==> src/rtl/uart_pkg.sv <==
// ---------------------------------------------------------------------------
// uart_pkg
// Shared definitions for the UART receive path.
//   - rx_state_e      : receiver FSM state encoding
//   - UART_DATA_BITS  : data bits per frame (8N1)
//   - RX_FIFO_DEPTH   : entries in the optional receive FIFO
//   - calc_bit_cycles : clock cycles per bit period
// ---------------------------------------------------------------------------
package uart_pkg;

   localparam int UART_DATA_BITS = 8;
   localparam int RX_FIFO_DEPTH  = 4;

   typedef enum logic [2:0] {
      ST_IDLE      = 3'd0,
      ST_START     = 3'd1,
      ST_DATA      = 3'd2,
      ST_STOP      = 3'd3,
      ST_WAIT_HIGH = 3'd4
   } rx_state_e;

   // Integer division: the bit period is rounded down.
   function automatic int calc_bit_cycles(input int clk_freq_hz, input int baud_rate);
      return clk_freq_hz / baud_rate;
   endfunction

endpackage

==> src/rtl/receiver_uart_if.sv <==
// ---------------------------------------------------------------------------
// receiver_uart_if
// Byte stream from the UART receiver to its consumer.
//   o_data  : head-of-buffer byte, meaningful only while o_valid = 1
//   o_valid : at least one byte is buffered
//   i_ready : consumer takes the head byte (pop on o_valid & i_ready)
// Modports: master = receiver side, slave = consumer side.
// ---------------------------------------------------------------------------
interface receiver_uart_if;
   import uart_pkg::*;

   logic [UART_DATA_BITS-1:0] o_data;
   logic                      o_valid;
   logic                      i_ready;

   modport master (output o_data, output o_valid, input i_ready);
   modport slave  (input o_data, input o_valid, output i_ready);

endinterface

==> src/rtl/receiver_uart_fifo.sv <==
// ---------------------------------------------------------------------------
// rx_fifo
// Small circular receive FIFO with a valid/ready pop side and push/full
// on the write side. A push into a full FIFO is accepted only when a pop
// happens in the same cycle; otherwise the caller reports the overrun.
// Ports:
//   i_clk, i_rst   : clock, synchronous active-high reset
//   i_push         : write request, i_push_data is the byte
//   o_full         : count == DEPTH
//   o_data/o_valid : head entry and non-empty flag (from registers)
//   i_ready        : consumer pops the head entry
// ---------------------------------------------------------------------------
module rx_fifo #(
   parameter int DEPTH = 4,
   parameter int WIDTH = 8
) (
   input  logic             i_clk,
   input  logic             i_rst,
   input  logic             i_push,
   input  logic [WIDTH-1:0] i_push_data,
   output logic             o_full,
   output logic [WIDTH-1:0] o_data,
   output logic             o_valid,
   input  logic             i_ready
);

   localparam int PTR_W = $clog2(DEPTH);
   localparam int CNT_W = $clog2(DEPTH + 1);

   logic [WIDTH-1:0] mem_q [DEPTH];
   logic [PTR_W-1:0] wr_ptr_q, wr_ptr_d;
   logic [PTR_W-1:0] rd_ptr_q, rd_ptr_d;
   logic [CNT_W-1:0] count_q, count_d;
   logic [DEPTH-1:0] entry_we;
   logic             pop;
   logic             wr_en;

   assign o_full  = (count_q == CNT_W'(DEPTH));
   assign o_valid = (count_q != '0);
   assign o_data  = mem_q[rd_ptr_q];

   assign pop   = o_valid & i_ready;
   // When full, the slot being written is the one being popped this cycle.
   assign wr_en = i_push & (~o_full | pop);

   genvar gi;
   generate
      for (gi = 0; gi < DEPTH; gi++) begin : g_we
         assign entry_we[gi] = wr_en && (wr_ptr_q == PTR_W'(gi));
      end
   endgenerate

   always_comb begin
      wr_ptr_d = wr_ptr_q;
      rd_ptr_d = rd_ptr_q;
      count_d  = count_q;
      if (wr_en) begin
         wr_ptr_d = (wr_ptr_q == PTR_W'(DEPTH - 1)) ? '0 : wr_ptr_q + 1'b1;
      end
      if (pop) begin
         rd_ptr_d = (rd_ptr_q == PTR_W'(DEPTH - 1)) ? '0 : rd_ptr_q + 1'b1;
      end
      case ({wr_en, pop})
         2'b10:   count_d = count_q + 1'b1;
         2'b01:   count_d = count_q - 1'b1;
         default: count_d = count_q;
      endcase
   end

   always_ff @(posedge i_clk) begin
      if (i_rst) begin
         wr_ptr_q <= '0;
         rd_ptr_q <= '0;
         count_q  <= '0;
         for (int i = 0; i < DEPTH; i++) begin
            mem_q[i] <= '0;
         end
      end else begin
         wr_ptr_q <= wr_ptr_d;
         rd_ptr_q <= rd_ptr_d;
         count_q  <= count_d;
         for (int i = 0; i < DEPTH; i++) begin
            if (entry_we[i]) begin
               mem_q[i] <= i_push_data;
            end
         end
      end
   end

endmodule

==> src/rtl/receiver_uart.sv <==
// ---------------------------------------------------------------------------
// receiver_uart
// 8N1 UART receiver (LSB first) feeding a small byte buffer for the CPU.
// Build option: define RX_FIFO_EN for a 4-entry FIFO; otherwise a single
// holding register is used (full whenever o_valid = 1).
// Ports:
//   i_clk, i_rst : system clock, synchronous active-high reset
//   i_uart_rx    : raw asynchronous serial line, idle high
//   rx_bus       : receiver_uart_if.master (o_data / o_valid / i_ready)
//   o_busy       : a frame is being received (START/DATA/STOP)
//   o_frame_err  : one-cycle pulse, stop bit sampled low
//   o_overrun    : one-cycle pulse, completed byte dropped (buffer full)
// ---------------------------------------------------------------------------
module receiver_uart
   import uart_pkg::*;
#(
   parameter int clk_freq_hz = 25000000,
   parameter int baud_rate   = 115200
) (
   input  logic            i_clk,
   input  logic            i_rst,
   input  logic            i_uart_rx,
   receiver_uart_if.master rx_bus,
   output logic            o_busy,
   output logic            o_frame_err,
   output logic            o_overrun
);

   localparam int BIT_CYCLES = calc_bit_cycles(clk_freq_hz, baud_rate);
   localparam int CNT_W      = $clog2(BIT_CYCLES);
   localparam int IDX_W      = $clog2(UART_DATA_BITS);

   // First sample lands mid start bit; later samples are one period apart.
   localparam logic [CNT_W-1:0] HALF_LOAD = CNT_W'(BIT_CYCLES / 2 - 1);
   localparam logic [CNT_W-1:0] FULL_LOAD = CNT_W'(BIT_CYCLES - 1);
   localparam logic [IDX_W-1:0] LAST_BIT  = IDX_W'(UART_DATA_BITS - 1);

   // Two-flop synchronizer, reset to the idle (high) line level.
   logic [1:0] sync_q;
   logic       rx_s;

   always_ff @(posedge i_clk) begin
      if (i_rst) begin
         sync_q <= 2'b11;
      end else begin
         sync_q <= {sync_q[0], i_uart_rx};
      end
   end

   assign rx_s = sync_q[1];

   rx_state_e                 state_q, state_d;
   logic [CNT_W-1:0]          cnt_q, cnt_d;
   logic [IDX_W-1:0]          bit_idx_q, bit_idx_d;
   logic [UART_DATA_BITS-1:0] shift_q, shift_d;
   logic                      cnt_zero;
   logic                      push;
   logic                      frame_err_d, frame_err_q;
   logic                      overrun_d, overrun_q;
   logic                      busy;

   assign cnt_zero = (cnt_q == '0);

   // FSM state register (with its datapath registers)
   always_ff @(posedge i_clk) begin
      if (i_rst) begin
         state_q   <= ST_IDLE;
         cnt_q     <= '0;
         bit_idx_q <= '0;
         shift_q   <= '0;
      end else begin
         state_q   <= state_d;
         cnt_q     <= cnt_d;
         bit_idx_q <= bit_idx_d;
         shift_q   <= shift_d;
      end
   end

   // FSM next state
   always_comb begin
      state_d   = state_q;
      cnt_d     = cnt_q;
      bit_idx_d = bit_idx_q;
      shift_d   = shift_q;
      case (state_q)
         ST_IDLE: begin
            if (!rx_s) begin
               cnt_d   = HALF_LOAD;
               state_d = ST_START;
            end
         end
         ST_START: begin
            if (cnt_zero) begin
               if (!rx_s) begin
                  cnt_d     = FULL_LOAD;
                  bit_idx_d = '0;
                  state_d   = ST_DATA;
               end else begin
                  // Start bit gone by mid-bit: treat as a glitch.
                  state_d = ST_IDLE;
               end
            end else begin
               cnt_d = cnt_q - 1'b1;
            end
         end
         ST_DATA: begin
            if (cnt_zero) begin
               // Right shift: the first (LSB) bit ends up in bit 0.
               shift_d   = {rx_s, shift_q[UART_DATA_BITS-1:1]};
               cnt_d     = FULL_LOAD;
               bit_idx_d = bit_idx_q + 1'b1;
               if (bit_idx_q == LAST_BIT) begin
                  state_d = ST_STOP;
               end
            end else begin
               cnt_d = cnt_q - 1'b1;
            end
         end
         ST_STOP: begin
            if (cnt_zero) begin
               state_d = rx_s ? ST_IDLE : ST_WAIT_HIGH;
            end else begin
               cnt_d = cnt_q - 1'b1;
            end
         end
         ST_WAIT_HIGH: begin
            // A held-low break reports once, then waits for the line to idle.
            if (rx_s) begin
               state_d = ST_IDLE;
            end
         end
         default: state_d = ST_IDLE;
      endcase
   end

   // FSM outputs
   always_comb begin
      busy        = 1'b0;
      push        = 1'b0;
      frame_err_d = 1'b0;
      case (state_q)
         ST_START, ST_DATA: busy = 1'b1;
         ST_STOP: begin
            busy        = 1'b1;
            push        = cnt_zero & rx_s;
            frame_err_d = cnt_zero & ~rx_s;
         end
         default: busy = 1'b0;
      endcase
   end

   assign o_busy = busy;

   // Byte buffer
   logic                      buf_full;
   logic                      buf_valid;
   logic [UART_DATA_BITS-1:0] buf_data;
   logic                      pop;

`ifdef RX_FIFO_EN
   rx_fifo #(
      .DEPTH (RX_FIFO_DEPTH),
      .WIDTH (UART_DATA_BITS)
   ) u_rx_fifo (
      .i_clk       (i_clk),
      .i_rst       (i_rst),
      .i_push      (push),
      .i_push_data (shift_q),
      .o_full      (buf_full),
      .o_data      (buf_data),
      .o_valid     (buf_valid),
      .i_ready     (rx_bus.i_ready)
   );
`else
   logic [UART_DATA_BITS-1:0] hold_data_q;
   logic                      hold_valid_q;

   always_ff @(posedge i_clk) begin
      if (i_rst) begin
         hold_data_q  <= '0;
         hold_valid_q <= 1'b0;
      end else if (push && (!hold_valid_q || pop)) begin
         hold_data_q  <= shift_q;
         hold_valid_q <= 1'b1;
      end else if (pop) begin
         hold_valid_q <= 1'b0;
      end
   end

   assign buf_full  = hold_valid_q;
   assign buf_valid = hold_valid_q;
   assign buf_data  = hold_data_q;
`endif

   assign pop            = buf_valid & rx_bus.i_ready;
   assign rx_bus.o_valid = buf_valid;
   assign rx_bus.o_data  = buf_data;

   // A pop in the same cycle frees the slot, so only push-while-full-without-pop drops.
   assign overrun_d = push & buf_full & ~pop;

   always_ff @(posedge i_clk) begin
      if (i_rst) begin
         frame_err_q <= 1'b0;
         overrun_q   <= 1'b0;
      end else begin
         frame_err_q <= frame_err_d;
         overrun_q   <= overrun_d;
      end
   end

   assign o_frame_err = frame_err_q;
   assign o_overrun   = overrun_q;

endmodule

==> src/flat_wrapper.sv <==
// flat-port wrapper written by rule: the top's interface ports become plain ports
module receiver_uart_flat import uart_pkg::*;
#(
   parameter int clk_freq_hz = 25000000,
   parameter int baud_rate   = 115200
)
  (i_clk, i_rst, i_uart_rx, o_busy, o_frame_err, o_overrun, rx_bus_o_data, rx_bus_o_valid, rx_bus_i_ready);
  receiver_uart_if rx_bus_i ();
  input  logic i_clk;
  input  logic i_rst;
  input  logic i_uart_rx;
  output logic o_busy;
  output logic o_frame_err;
  output logic o_overrun;
  output wire logic [$bits(rx_bus_i.o_data)-1:0] rx_bus_o_data;
  output wire logic [$bits(rx_bus_i.o_valid)-1:0] rx_bus_o_valid;
  input wire logic [$bits(rx_bus_i.i_ready)-1:0] rx_bus_i_ready;
  assign rx_bus_o_data = rx_bus_i.o_data;
  assign rx_bus_o_valid = rx_bus_i.o_valid;
  assign rx_bus_i.i_ready = rx_bus_i_ready;
  receiver_uart #(.clk_freq_hz(clk_freq_hz), .baud_rate(baud_rate)) u_core (.i_clk(i_clk), .i_rst(i_rst), .i_uart_rx(i_uart_rx), .rx_bus(rx_bus_i), .o_busy(o_busy), .o_frame_err(o_frame_err), .o_overrun(o_overrun));
endmodule
==> config.mk <==
export PLATFORM = sky130hd
export DESIGN_NAME = receiver_uart_flat
export DESIGN_NICKNAME = d
export VERILOG_FILES = /design/src/rtl/uart_pkg.sv /design/src/rtl/receiver_uart_if.sv /design/src/rtl/receiver_uart_fifo.sv /design/src/rtl/receiver_uart.sv /design/src/flat_wrapper.sv
export SDC_FILE = /design/constraint.sdc
export NUM_CORES = 1
export LEC_CHECK = 0
export ABC_AREA = 0
export CAP_MARGIN = 10
export CORE_UTILIZATION = 56
export DETAILED_ROUTE_END_ITERATION = 6
export GPL_ROUTABILITY_DRIVEN = 0
export PLACE_DENSITY = 0.78
export SLEW_MARGIN = 20
export SYNTH_ARGS = -nofsm -noshare
export SYNTH_HDL_FRONTEND = slang
export SYNTH_SLANG_ARGS = --single-unit
export TNS_END_PERCENT = 20
==> constraint.sdc <==
create_clock -name i_clk -period 2.3 [get_ports i_clk]
set_clock_uncertainty 0.05 [all_clocks]
set_input_delay 0.23 -clock i_clk [delete_from_list [all_inputs] [get_ports i_clk]]
set_output_delay 0.23 -clock i_clk [all_outputs]
set_load 0.01 [all_outputs]
==> results.md, run 1 <==
- The run finished, with violations left.
- The checks that failed: DRC.
- The number of nets in the synthesized netlist is 192.
- The effective utilization at floorplan is 0.602.
- Among all cell types in the netlist, the one instantiated most often is dfxtp_1.
- The final-layout setup total negative slack is 0 ns.
- The commonest cells after synthesis are dfxtp_1 (35), nand2_1 (21), mux2i_1 (17), nor2_1 (12).
- Wire segments on met2 add up to 1570 µm in the final route.
- The number of antenna violations at the first check in global routing is 0.
- The sink count of the clock tree is 35.
- The power density over the cells is 785 nW/µm².
- Across all setup checks in the final design, the least slack found is ~0.15 ns.
- The slowest cell on the critical path is dfxtp_1.
- The routed design uses 157 µm of met3 wire.
- Traced cell by cell, the critical path runs through o21bai_1 > inv_1 > clkdlybuf4s50_1.
- The area of the mapped netlist is 1700 µm².
- The die is 57.2 µm tall.
- The largest fanout of any net on the critical path is 14.
- For this block, the initial DRC count from the detailed router was 38.
- The average footprint of a synthesized cell is 9.21 µm².
- The worst hold path belongs to the class flop to flop.
- The final period demand of the worst path is 2.15 ns.
- The uppermost metal layer occupied by signal nets is met4.
- The final number of max-transition violations is 0.
- The number of setup buffers added after CTS is 0.
- After global routing the overflow that remains totals 0.
- The transition time of the tightest slew-check pin is about 0.64 ns.
- Setup repair after global routing left no endpoint under its margin.
- Relative to the synthesized area, the layout overhead comes to 11.1%.
- The relative max-transition margin is 0.574.
- The cell family with the largest share of critical-path delay is buffers and inverters.
- For this run, the leading register cell type out of synthesis is dfxtp_1.
- The number of antenna-violating nets in the routed design is 0.
- STA puts the critical path data required time at between 2 and 2.5 ns.
- In this run, post-CTS repair resized a total of 0 instances.
- In the final design database the tool counted ~210 nets.
- The number of synthesized flops with an enable pin is 0.
- The buffer and inverter count on the worst path is 2.
- The core footprint is between 2000 and 3000 µm².
- Before CTS, the worst setup slack after placement is 0.346 ns.
- The number of filler instances in the final layout is approximately 220.
- Dividing the detail-routed wire length by the instance count gives 14.1 µm.
- The die is between 50 and 60 µm wide.
- The highest achievable clock rate is 466 MHz.
- Across the VDD grid, the largest voltage drop is 0.383 mV.
- The TritonCTS buffer count is 5.
- After detailed routing, the total wire length is 3240 µm.
- Across all layers, the routed design uses 1363 vias.
- For this run, the slowest stage of the critical path takes 0.61 ns.
- The cts-stage hold buffer count is 0.
- The clock passes through at most 2 buffers.
- The clock latency on the worst-skew pair is 0.34 ns.
- The number of design rule violations left after detail routing is 1.
- In the finished design, the share of the clock period the worst path needs comes to 0.934.
- The tool flagged a number of max-cap violations equal to 0.
- The count of boundary I/O pins is 16.
- The area share of the leading cell type in the synthesized netlist is 0.411.
- The sequential element share of the synthesized area is 0.411.
- The post-detailed-route via-to-cell ratio is 5.93.
- By area the synthesized netlist is led by dfxtp_1 (41%), mux2i_1 (10%), nand2_1 (4.6%).
- The share of layout cells above drive strength 1 is 0.106.
- The deepest level of the CTS H-tree is 2.
- The wire length the detailed router placed on met1 is 1440 µm.
- The start-to-end type of the worst setup path is flop to output pin.
- The sequential cells in the finished layout cover a total of 701 µm².
- For this run, the total global-route usage over all layers was measured as 0.222.
- The total inserted antenna cells is 0.
- The site row count is 19.
- The largest net degree at the start of global routing is 24.
- The number of register bits inferred by synthesis is 35.
- The first global-routing pass estimated about 5500 µm of wire.
- The biggest area consumer among synthesized cells is dfxtp_1.
- For this run, asynchronously set or reset flops after synthesis account for 0.
- For this run, the detailed router's first-pass iteration total came to 6.
- The area of the die is 3270 µm².
- The via count of the first global-routing pass is around 1300.
- The CTS root buffer is clkbuf_4.
- The multi-input logic area is 883 µm².
- The half-perimeter wire length after placement is 2300 µm.
- STA puts the critical path data arrival time at 1.87 ns.
- The total setup violations reported at the end of the flow is 0.
- In this run, distinct cell masters in the synthesized netlist total 52.
- Yosys printed 0 warnings.
- The standby leakage power is 0.745 nW.
- STA classifies the critical path startpoint as a flop.
- The gate count after technology mapping is 185.
- The worst setup path is captured at an output pin.
- The final hold violation count is 0.
- The quantity of I/O buffers inserted on ports is 15.
- TritonCTS built the clock tree.
- Clock-pin slew was measured on the worst setup and hold paths at 0.10 ns.
## metal layers
metal	GRT usage	vias up
met3	0.0680	9
met5	0	-
met2	0.363	34
li1	-	696
met1	0.270	624
met4	0.0976	0
## path summary, 6_finish.rpt
kind                                        start               end  slack, ns  cells after the start
worst max-delay path            u_core.state_q[1]            o_busy       0.15                      3
worst min-delay path             u_core.sync_q[0]  u_core.sync_q[1]       0.38                      1
worst max register to register    u_core.cnt_q[0]   u_core.cnt_q[4]       0.29                      7
worst min register to register   u_core.sync_q[0]  u_core.sync_q[1]       0.38                      1
## flip-flops by register name (all words and copies together) (netlist names)
signal / flops
u_core.state_q: 3
u_core.rx_bus.o_valid: 1
u_core.o_frame_err: 1
u_core.cnt_q: 8
u_core.shift_q: 8
u_core.o_overrun: 1
u_core.bit_idx_q: 3
u_core.rx_bus.o_data: 8
u_core.sync_q: 2
## where the power goes
| group | internal (mW) | total [mW] | switching, mW |
|---|---|---|---|
| clock | 0.142 | 0.334 | 0.193 |
| sequential | 0.642 | 0.712 | 0.0691 |
| combinational | 0.198 | 0.439 | 0.241 |
## cell usage in the layout, fill, tap and decap left out, types with 3 or more instances in the layout
cell,Yosys,final
nor2_1,12,12
nand3_1,7,7
dfxtp_1,35,35
o21ai_0,6,6
clkdlybuf4s50_1,0,15
a21oi_1,9,9
nor3_1,8,8
inv_1,9,9
mux2i_1,17,17
nand2_1,21,21
clkbuf_4,0,5
nor3b_1,3,3
o2111a_1,3,3
buf_4,1,4
ha_1,3,3
## cell type report
type	count	share of cell area
clock buffers	6	0.0271
clock inverters	1	0.00264
inverters	9	0.0178
multi-input cells	129	0.467
flip-flops and latches	35	0.370
well taps	31	0.0205
repair buffers	19	0.0952
## cells by family (layout without fill, tap and decap cells)
kind of cell	Yosys count	in the layout	synth area share
fa+ha+maj	3	3	0.0220
mux	17	17	0.0999
compound gates	36	36	0.159
buf+inv	21	35	0.0705
flops	35	35	0.411
simple gates	72	72	0.233
xor+xnor	1	1	0.00514
## stage by stage
stage | total power [mW] | util | cells | hold slack, ns | instance area, µm²
2_1_floorplan | 1.05 | - | 185 | 0.284 | 1700
3_3_place_gp | 1.14 | 0.649 | 223 | 0.344 | 1840
3_5_place_dp | 1.15 | 0.649 | 223 | 0.354 | 1840
4_1_cts | 1.49 | 0.669 | 230 | 0.380 | 1890
5_1_grt | 1.57 | 0.669 | 230 | 0.396 | 1890
6_report | 1.49 | 0.669 | 230 | 0.378 | 1890
(Power assumes the default switching activity.)
==> inputs of run 2 (changes only) <==
- CORE_ASPECT_RATIO: not set -> 1.2
==> run 2 against run 1 <==
  * The flow now finishes without violations
  * Sequential power about the same
  * Critical endpoint unchanged
  * Non-clock buffer count unchanged
  * Maximum frequency is 1.4% higher
  * Critical path type unchanged
  * Die area barely moved
  * Setup slack gained 0.029 ns
  * Highest routed layer unchanged
  * Total power up 2.5%
  * Utilization grew 0.50 points
  * Largest power group unchanged
==> results.md, run 2 (same netlist as run 1, synthesis figures left out) <==
- Result of the run: completed (was finished, violations left).
- The nature of the critical path endpoint is an output pin (unchanged).
- The multi-input logic area is 883 µm² (unchanged).
- The TritonCTS buffer count is 5 (unchanged).
- The area of the die is 3270 µm² (about the same).
- The worst min-delay path category is flop to flop (unchanged).
- The half-perimeter wire length after placement was 2270 µm (was 2300 µm).
- The effective utilization at floorplan is 0.601 (was 0.602).
- The height of the chip is 62.4 µm (was 57.2 µm).
- The count of boundary I/O pins is 16 (unchanged).
- The final cell utilization of the core is 0.674 (was 0.669).
- The share of layout cells above drive strength 1 came to 0.110 (was 0.106).
- The relative max-transition margin is 0.573 (was 0.574).
- RSZ-0062 raised after global routing: no (unchanged).
- The total routed wirelength is 3160 µm (was 3240 µm).
- The total routing resource utilization after global routing was 0.220 (was 0.222).
- The deepest level of the CTS H-tree was 2 (unchanged).
- The number of antenna-violating nets in the routed design is 0 (unchanged).
- The clock-pin transition on the worst setup and hold timing paths is 0.11 ns (was 0.10 ns).
- The highest achievable clock rate is 472 MHz (was 466 MHz).
- The clock tree from TritonCTS is yes (unchanged).
- The fraction of power spent switching nets was 0.331 (was 0.339).
- The fraction of power consumed by the clock network is 0.251 (was 0.225).
- The post-CTS repair timing setup buffer count is 0 (unchanged).
- The arrival time reported for the critical path endpoint is 1.84 ns (was 1.87 ns).
- The final number of max-transition violations was 0 (unchanged).
- The required time of the critical path was 2.02 ns (about the same).
- The net switching power figure is 0.504 mW (was 0.503 mW).
- The number of gates resized after cts was 0 (unchanged).
- The layout overhead on the synthesized area is 12.3% (was 11.1%).
- The total congestion overflow after global routing was 0 (unchanged).
- The CTS root buffer is clkbuf_4 (unchanged).
- The part of the total power dissipated in sequential elements was 0.470 (was 0.479).
- The power density over the cells was 796 nW/µm² (was 785 nW/µm²).
- The standby leakage power is 0.748 nW (was 0.745 nW).
- The placed cell area is 1840 µm² (about the same).
- The wire length of the first global-routing pass is 5490 µm (was 5530 µm).
- Commonest non-fill, non-tap cells in the layout: dfxtp_1 (35), nand2_1 (21), mux2i_1 (17) (unchanged).
- The sink count of the clock tree came to 35 (unchanged).
- The startpoint type of the worst setup path is a flop (unchanged).
- The count of TritonRoute iterations in the first routing pass came to 5 (was 6).
- The via count of the first global-routing pass is 1287 (was 1272).
- The number of maximum-capacitance constraint violations is 0 (unchanged).
- The final total power is 1.52 mW (was 1.49 mW).
- The final cell area excluding filler cells is 1910 µm² (was 1890 µm²).
- The number of antenna violations at the first check in global routing is 0 (unchanged).
- The core footprint is 2840 µm² (was 2830 µm²).
- The largest net degree at the start of global routing was 24 (unchanged).
- The number of filler instances in the final layout is 251 (was 223).
- The transition time of the tightest slew-check pin is 0.640 ns (was 0.639 ns).
- The part of the total power dissipated in combinational logic is 0.279 (was 0.296).
- The routed wirelength normalized by instance count is 13.5 µm (was 14.1 µm).
- The cts-stage hold buffer count came to 0 (unchanged).
- The site row count came to 21 (was 19).
- The final period demand of the worst path is 2.12 ns (was 2.15 ns).
- The quantity of I/O buffers inserted on ports came to 15 (unchanged).
- The maximum VDD drop was 0.579 mV (was 0.383 mV).
- The final-layout setup total negative slack came to 0 ns (unchanged).
- The worst setup slack for register-to-register paths is 0.33 ns (was 0.29 ns).
- The violation count after the first detailed-route iteration is 26 (was 38).
- The commonest non-fill, non-tap cell in the layout is dfxtp_1 (unchanged).
- The final hold violation count is 0 (unchanged).
- The post-detailed-route via-to-cell ratio is 5.86 (was 5.93).
- The number of design rule violations left after detail routing is 0 (was 1).
- The final net count is 206 (unchanged).
- The total setup violations reported at the end of the flow came to 0 (unchanged).
- The total inserted antenna cells is 0 (unchanged).
- The largest fanout of any net on the critical path is 13 (was 14).
- The number of buffers on the longest clock path is 2 (unchanged).
- The die width came to 52.4 µm (was 57.2 µm).
- The internal power is 1.02 mW (was 0.982 mW).
- The total vias in the final route is 1372 (was 1363).
- The storage element area was 701 µm² (unchanged).
- The start-to-end type of the worst setup path is flop to output pin (unchanged).
- The final critical-path share of the clock period came to 0.921 (was 0.934).
- The clock latency on the worst-skew pair was 0.33 ns (was 0.34 ns).
==> run 2: cell types whose count changed in the layout (fill, tap and decap cells not counted), sizes merged <==
cell	change
clkbuf	+1
clkinvlp	+1
clkinv	-1
==> run 2: worst paths after layout <==
kind / from / endpoint / cells past startpoint
worst min-delay path: u_core.sync_q[0] / u_core.sync_q[1] / 1
worst max-delay path: u_core.state_q[0] / o_busy / 3
worst min register to register: u_core.sync_q[0] / u_core.sync_q[1] / 1
worst max register to register: u_core.cnt_q[0] / u_core.cnt_q[4] / 7
==> run 2: area by class of cell <==
type | instances | share of cell area
clock buffers | 7 | 0.0340
flip-flops and latches | 35 | 0.366
well taps | 34 | 0.0222
inverters | 9 | 0.0177
repair buffers | 19 | 0.0942
multi-input cells | 129 | 0.462
clock inverters | 1 | 0.00392
==> run 2: metrics by stage <==
stage | instances | hold slack [ns] | setup slack, ns
2_1_floorplan | 185 | 0.284 | 0.429
3_3_place_gp | 226 | 0.343 | 0.438
3_5_place_dp | 226 | 0.346 | 0.356
4_1_cts | 234 | 0.373 | 0.187
5_1_grt | 234 | 0.382 | 0.0561
6_report | 234 | 0.372 | 0.181
==> run 2: per-layer routing <==
layer | wire length (µm) | vias up | global-route usage
met4 | 45 | 0 | 0.0757
li1 | - | 692 | -
met3 | 109 | 4 | 0.0657
met2 | 1600 | 23 | 0.359
met1 | 1400 | 653 | 0.267
met5 | 0 | - | 0
==> run 2: power by group through the flow <==
| stage | registers, mW | logic (mW) | clock network [mW] |
|---|---|---|---|
| 6_report | 0.715 | 0.426 | 0.382 |
| 2_1_floorplan | 0.695 | 0.350 | 0 |
| 3_5_place_dp | 0.727 | 0.420 | 0 |
| 4_1_cts | 0.714 | 0.422 | 0.392 |
| 3_3_place_gp | 0.723 | 0.414 | 0 |
| 5_1_grt | 0.724 | 0.469 | 0.414 |
==> run 2: worst max-delay path, cell delays in order, from the launching register on <==
cell,delay (ns)
dfxtp_1,0.58
o21bai_1,0.20
inv_1,0.16
clkdlybuf4s50_1,0.56
==> inputs of run 3 (changes only) <==
- GPL_TIMING_DRIVEN: not set -> 0
==> run 3 against run 2 <==
  * Sequential power decreased by 3%
  * Combinational power increased by 6.1%
  * Utilization increased by 2.3 points
  * Count of clock-buffer cells in the layout unchanged
  * Sequential cell count unchanged
  * Sequential share of layout area decreased by 1.2 points
  * Die area unchanged
  * Final area increased by 3.4%
  * Critical path type is now flop to flop
  * Highest routed layer unchanged
==> results.md, run 3 (same netlist as run 1, synthesis figures left out) <==
- Result of the run: completed (unchanged).
- The internal power is 1.01 mW (was 1.02 mW).
- The maximum VDD drop is 0.469 mV (was 0.579 mV).
- The post-detailed-route via-to-cell ratio is 5.78 (was 5.86).
- The net switching power figure was 0.519 mW (was 0.504 mW).
- The violation count after the first detailed-route iteration is 29 (was 26).
- The final number of max-transition violations came to 0 (unchanged).
- The startpoint type of the worst setup path is a flop (unchanged).
- The sink count of the clock tree is 35 (unchanged).
- The site row count is 21 (unchanged).
- The cell family with the largest share of critical-path delay is compound AO/OA/AOI/OAI gates (was buffers and inverters).
- The buffer and inverter count on the worst path came to 2 (unchanged).
- The final hold slack is 0.376 ns (was 0.372 ns).
- The layout overhead on the synthesized area is 16.1% (was 12.3%).
- The number of maximum-capacitance constraint violations is 0 (unchanged).
- The commonest non-fill, non-tap cell in the layout is dfxtp_1 (unchanged).
- List of cells traversed by the critical path: inv_1 > ha_1 > nor3b_2 > clkbuf_2 > a31oi_1 > a21oi_1 > a311oi_2 (was o21bai_1 > inv_1 > clkdlybuf4s50_1).
- The multi-input logic area came to 888 µm² (was 883 µm²).
- The number of antenna-violating nets in the routed design was 0 (unchanged).
- The clock latency on the worst-skew pair was 0.34 ns (was 0.33 ns).
- The total setup violations reported at the end of the flow is 0 (unchanged).
- The met2 usage is 0.359 (unchanged).
- The quantity of I/O buffers inserted on ports came to 15 (unchanged).
- The nature of the critical path endpoint is a flop (was output pin).
- The half-perimeter wire length after placement is 2490 µm (was 2270 µm).
- The standby leakage power came to 0.782 nW (was 0.748 nW).
- The number of filler instances in the final layout came to 233 (was 251).
- The total routed wirelength is 3420 µm (was 3160 µm).
- The total routing resource utilization after global routing was 0.232 (was 0.220).
- The largest fanout of any net on the critical path is 10 (was 13).
- The area of the die was 3270 µm² (unchanged).
- The core footprint is 2840 µm² (unchanged).
- The via count of the first global-routing pass came to 1338 (was 1287).
- The power density over the cells was 775 nW/µm² (was 796 nW/µm²).
- The placed cell area is 1900 µm² (was 1840 µm²).
- The largest net degree at the start of global routing is 12 (was 24).
- The count of TritonRoute iterations in the first routing pass is 4 (was 5).
- The fraction of power consumed by the clock network is 0.251 (about the same).
- The met3 usage in global routing came to 0.0608 (was 0.0657).
- The total vias in the final route was 1398 (was 1372).
- The CTS root buffer was clkbuf_4 (unchanged).
- The total congestion overflow after global routing is 0 (unchanged).
- The TritonCTS buffer count came to 5 (unchanged).
- The arrival time reported for the critical path endpoint is 2.30 ns (was 1.84 ns).
- The storage element area is 701 µm² (unchanged).
- The relative max-transition margin is 0.592 (was 0.573).
- The biggest cell delay along the critical path was 0.45 ns (was 0.58 ns).
- The final critical-path share of the clock period is 0.914 (was 0.921).
- The transition time of the tightest slew-check pin came to 0.608 ns (was 0.640 ns).
- The routed wirelength normalized by instance count is 14.1 µm (was 13.5 µm).
- Commonest non-fill, non-tap cells in the layout: dfxtp_1 (35), nand2_1 (21), mux2i_1 (17) (unchanged).
- The met1 usage is 0.278 (was 0.267).
- The start-to-end type of the worst setup path is flop to flop (was flop to output pin).
- The total inserted antenna cells was 0 (unchanged).
- The cts-stage hold buffer count is 0 (unchanged).
- The effective utilization at floorplan is 0.601 (unchanged).
- The share of layout cells above drive strength 1 is 0.125 (was 0.110).
- The number of antenna violations at the first check in global routing came to 0 (unchanged).
- RSZ-0062 raised after global routing: no (unchanged).
- The part of the total power dissipated in sequential elements is 0.454 (was 0.470).
- The wire length of the first global-routing pass is 5700 µm (was 5490 µm).
- The height of the chip is 62.4 µm (unchanged).
- The number of design rule violations left after detail routing is 0 (unchanged).
- The final net count is 214 (was 206).
- The required time of the critical path is 2.50 ns (was 2.02 ns).
- The count of boundary I/O pins is 16 (unchanged).
- The worst min-delay path category is flop to flop (unchanged).
- The final cell area excluding filler cells is 1980 µm² (was 1910 µm²).
- The highest achievable clock rate came to 476 MHz (was 472 MHz).
- The die width is 52.4 µm (unchanged).
- The final-layout setup total negative slack came to 0 ns (unchanged).
- The final total power came to 1.53 mW (was 1.52 mW).
- The clock tree from TritonCTS was yes (unchanged).
- The layer with the highest usage was met2 (unchanged).
- The deepest level of the CTS H-tree is 2 (unchanged).
- The final period demand of the worst path is 2.10 ns (was 2.12 ns).
- The number of buffers on the longest clock path was 2 (unchanged).
- The fraction of power spent switching nets is 0.338 (was 0.331).
- The final hold violation count came to 0 (unchanged).
- The part of the total power dissipated in combinational logic is 0.295 (was 0.279).
- The slowest cell on the critical path is a31oi_1 (was dfxtp_1).
- The clock-pin transition on the worst setup and hold timing paths is 0.11 ns (about the same).
run 3: changes by cell type in the layout (fill, tap and decap cells not counted), sizes merged:
cell    change
buf         -1
clkbuf      +8
bufbuf      +1
run 3: repair_timing:
item,CTS,global route
endpoints found under the setup margin,0,19
gates resized for setup,0,6
buffers inserted,0,0
run 3: final cells by class:
class | count | share of cell area
multi-input combinational | 129 | 0.449
sequential | 35 | 0.354
timing repair buffer | 15 | 0.0759
buffer | 12 | 0.0455
clock buffer | 7 | 0.0329
tap | 34 | 0.0215
inverter | 9 | 0.0171
clock inverter | 1 | 0.00380
run 3: power by group through the flow:
stage / Sequential (mW) / Clock, mW / Combinational, mW
3_3_place_gp: 0.704 / 0 / 0.429
2_1_floorplan: 0.695 / 0 / 0.350
6_report: 0.696 / 0.385 / 0.452
4_1_cts: 0.694 / 0.391 / 0.439
3_5_place_dp: 0.708 / 0 / 0.437
5_1_grt: 0.703 / 0.425 / 0.491
run 3: worst paths after layout:
| path | from | to | slack (ns) | depth (start not counted) |
|---|---|---|---|---|
| worst max-delay path | u_core.cnt_q[0] | u_core.cnt_q[4] | 0.20 | 7 |
| worst min-delay path | u_core.sync_q[0] | u_core.sync_q[1] | 0.38 | 1 |
| worst max register to register | u_core.cnt_q[0] | u_core.cnt_q[4] | 0.20 | 7 |
| worst min register to register | u_core.sync_q[0] | u_core.sync_q[1] | 0.38 | 1 |
run 3: stage by stage:
step	worst slack, ns	utilization	cells
after floorplan	0.429	-	185
after global placement	0.134	0.668	234
after detailed placement	0.0649	0.668	234
after CTS	0.0306	0.694	242
after global routing	0.0342	0.697	242
final	0.199	0.697	242
run 3: metal layers:
metal / part of all wire / vias to the layer above
met5: 0 / -
met3: 0.030 / 13
met2: 0.50 / 25
met1: 0.44 / 654
met4: 0.031 / 0
li1: - / 706
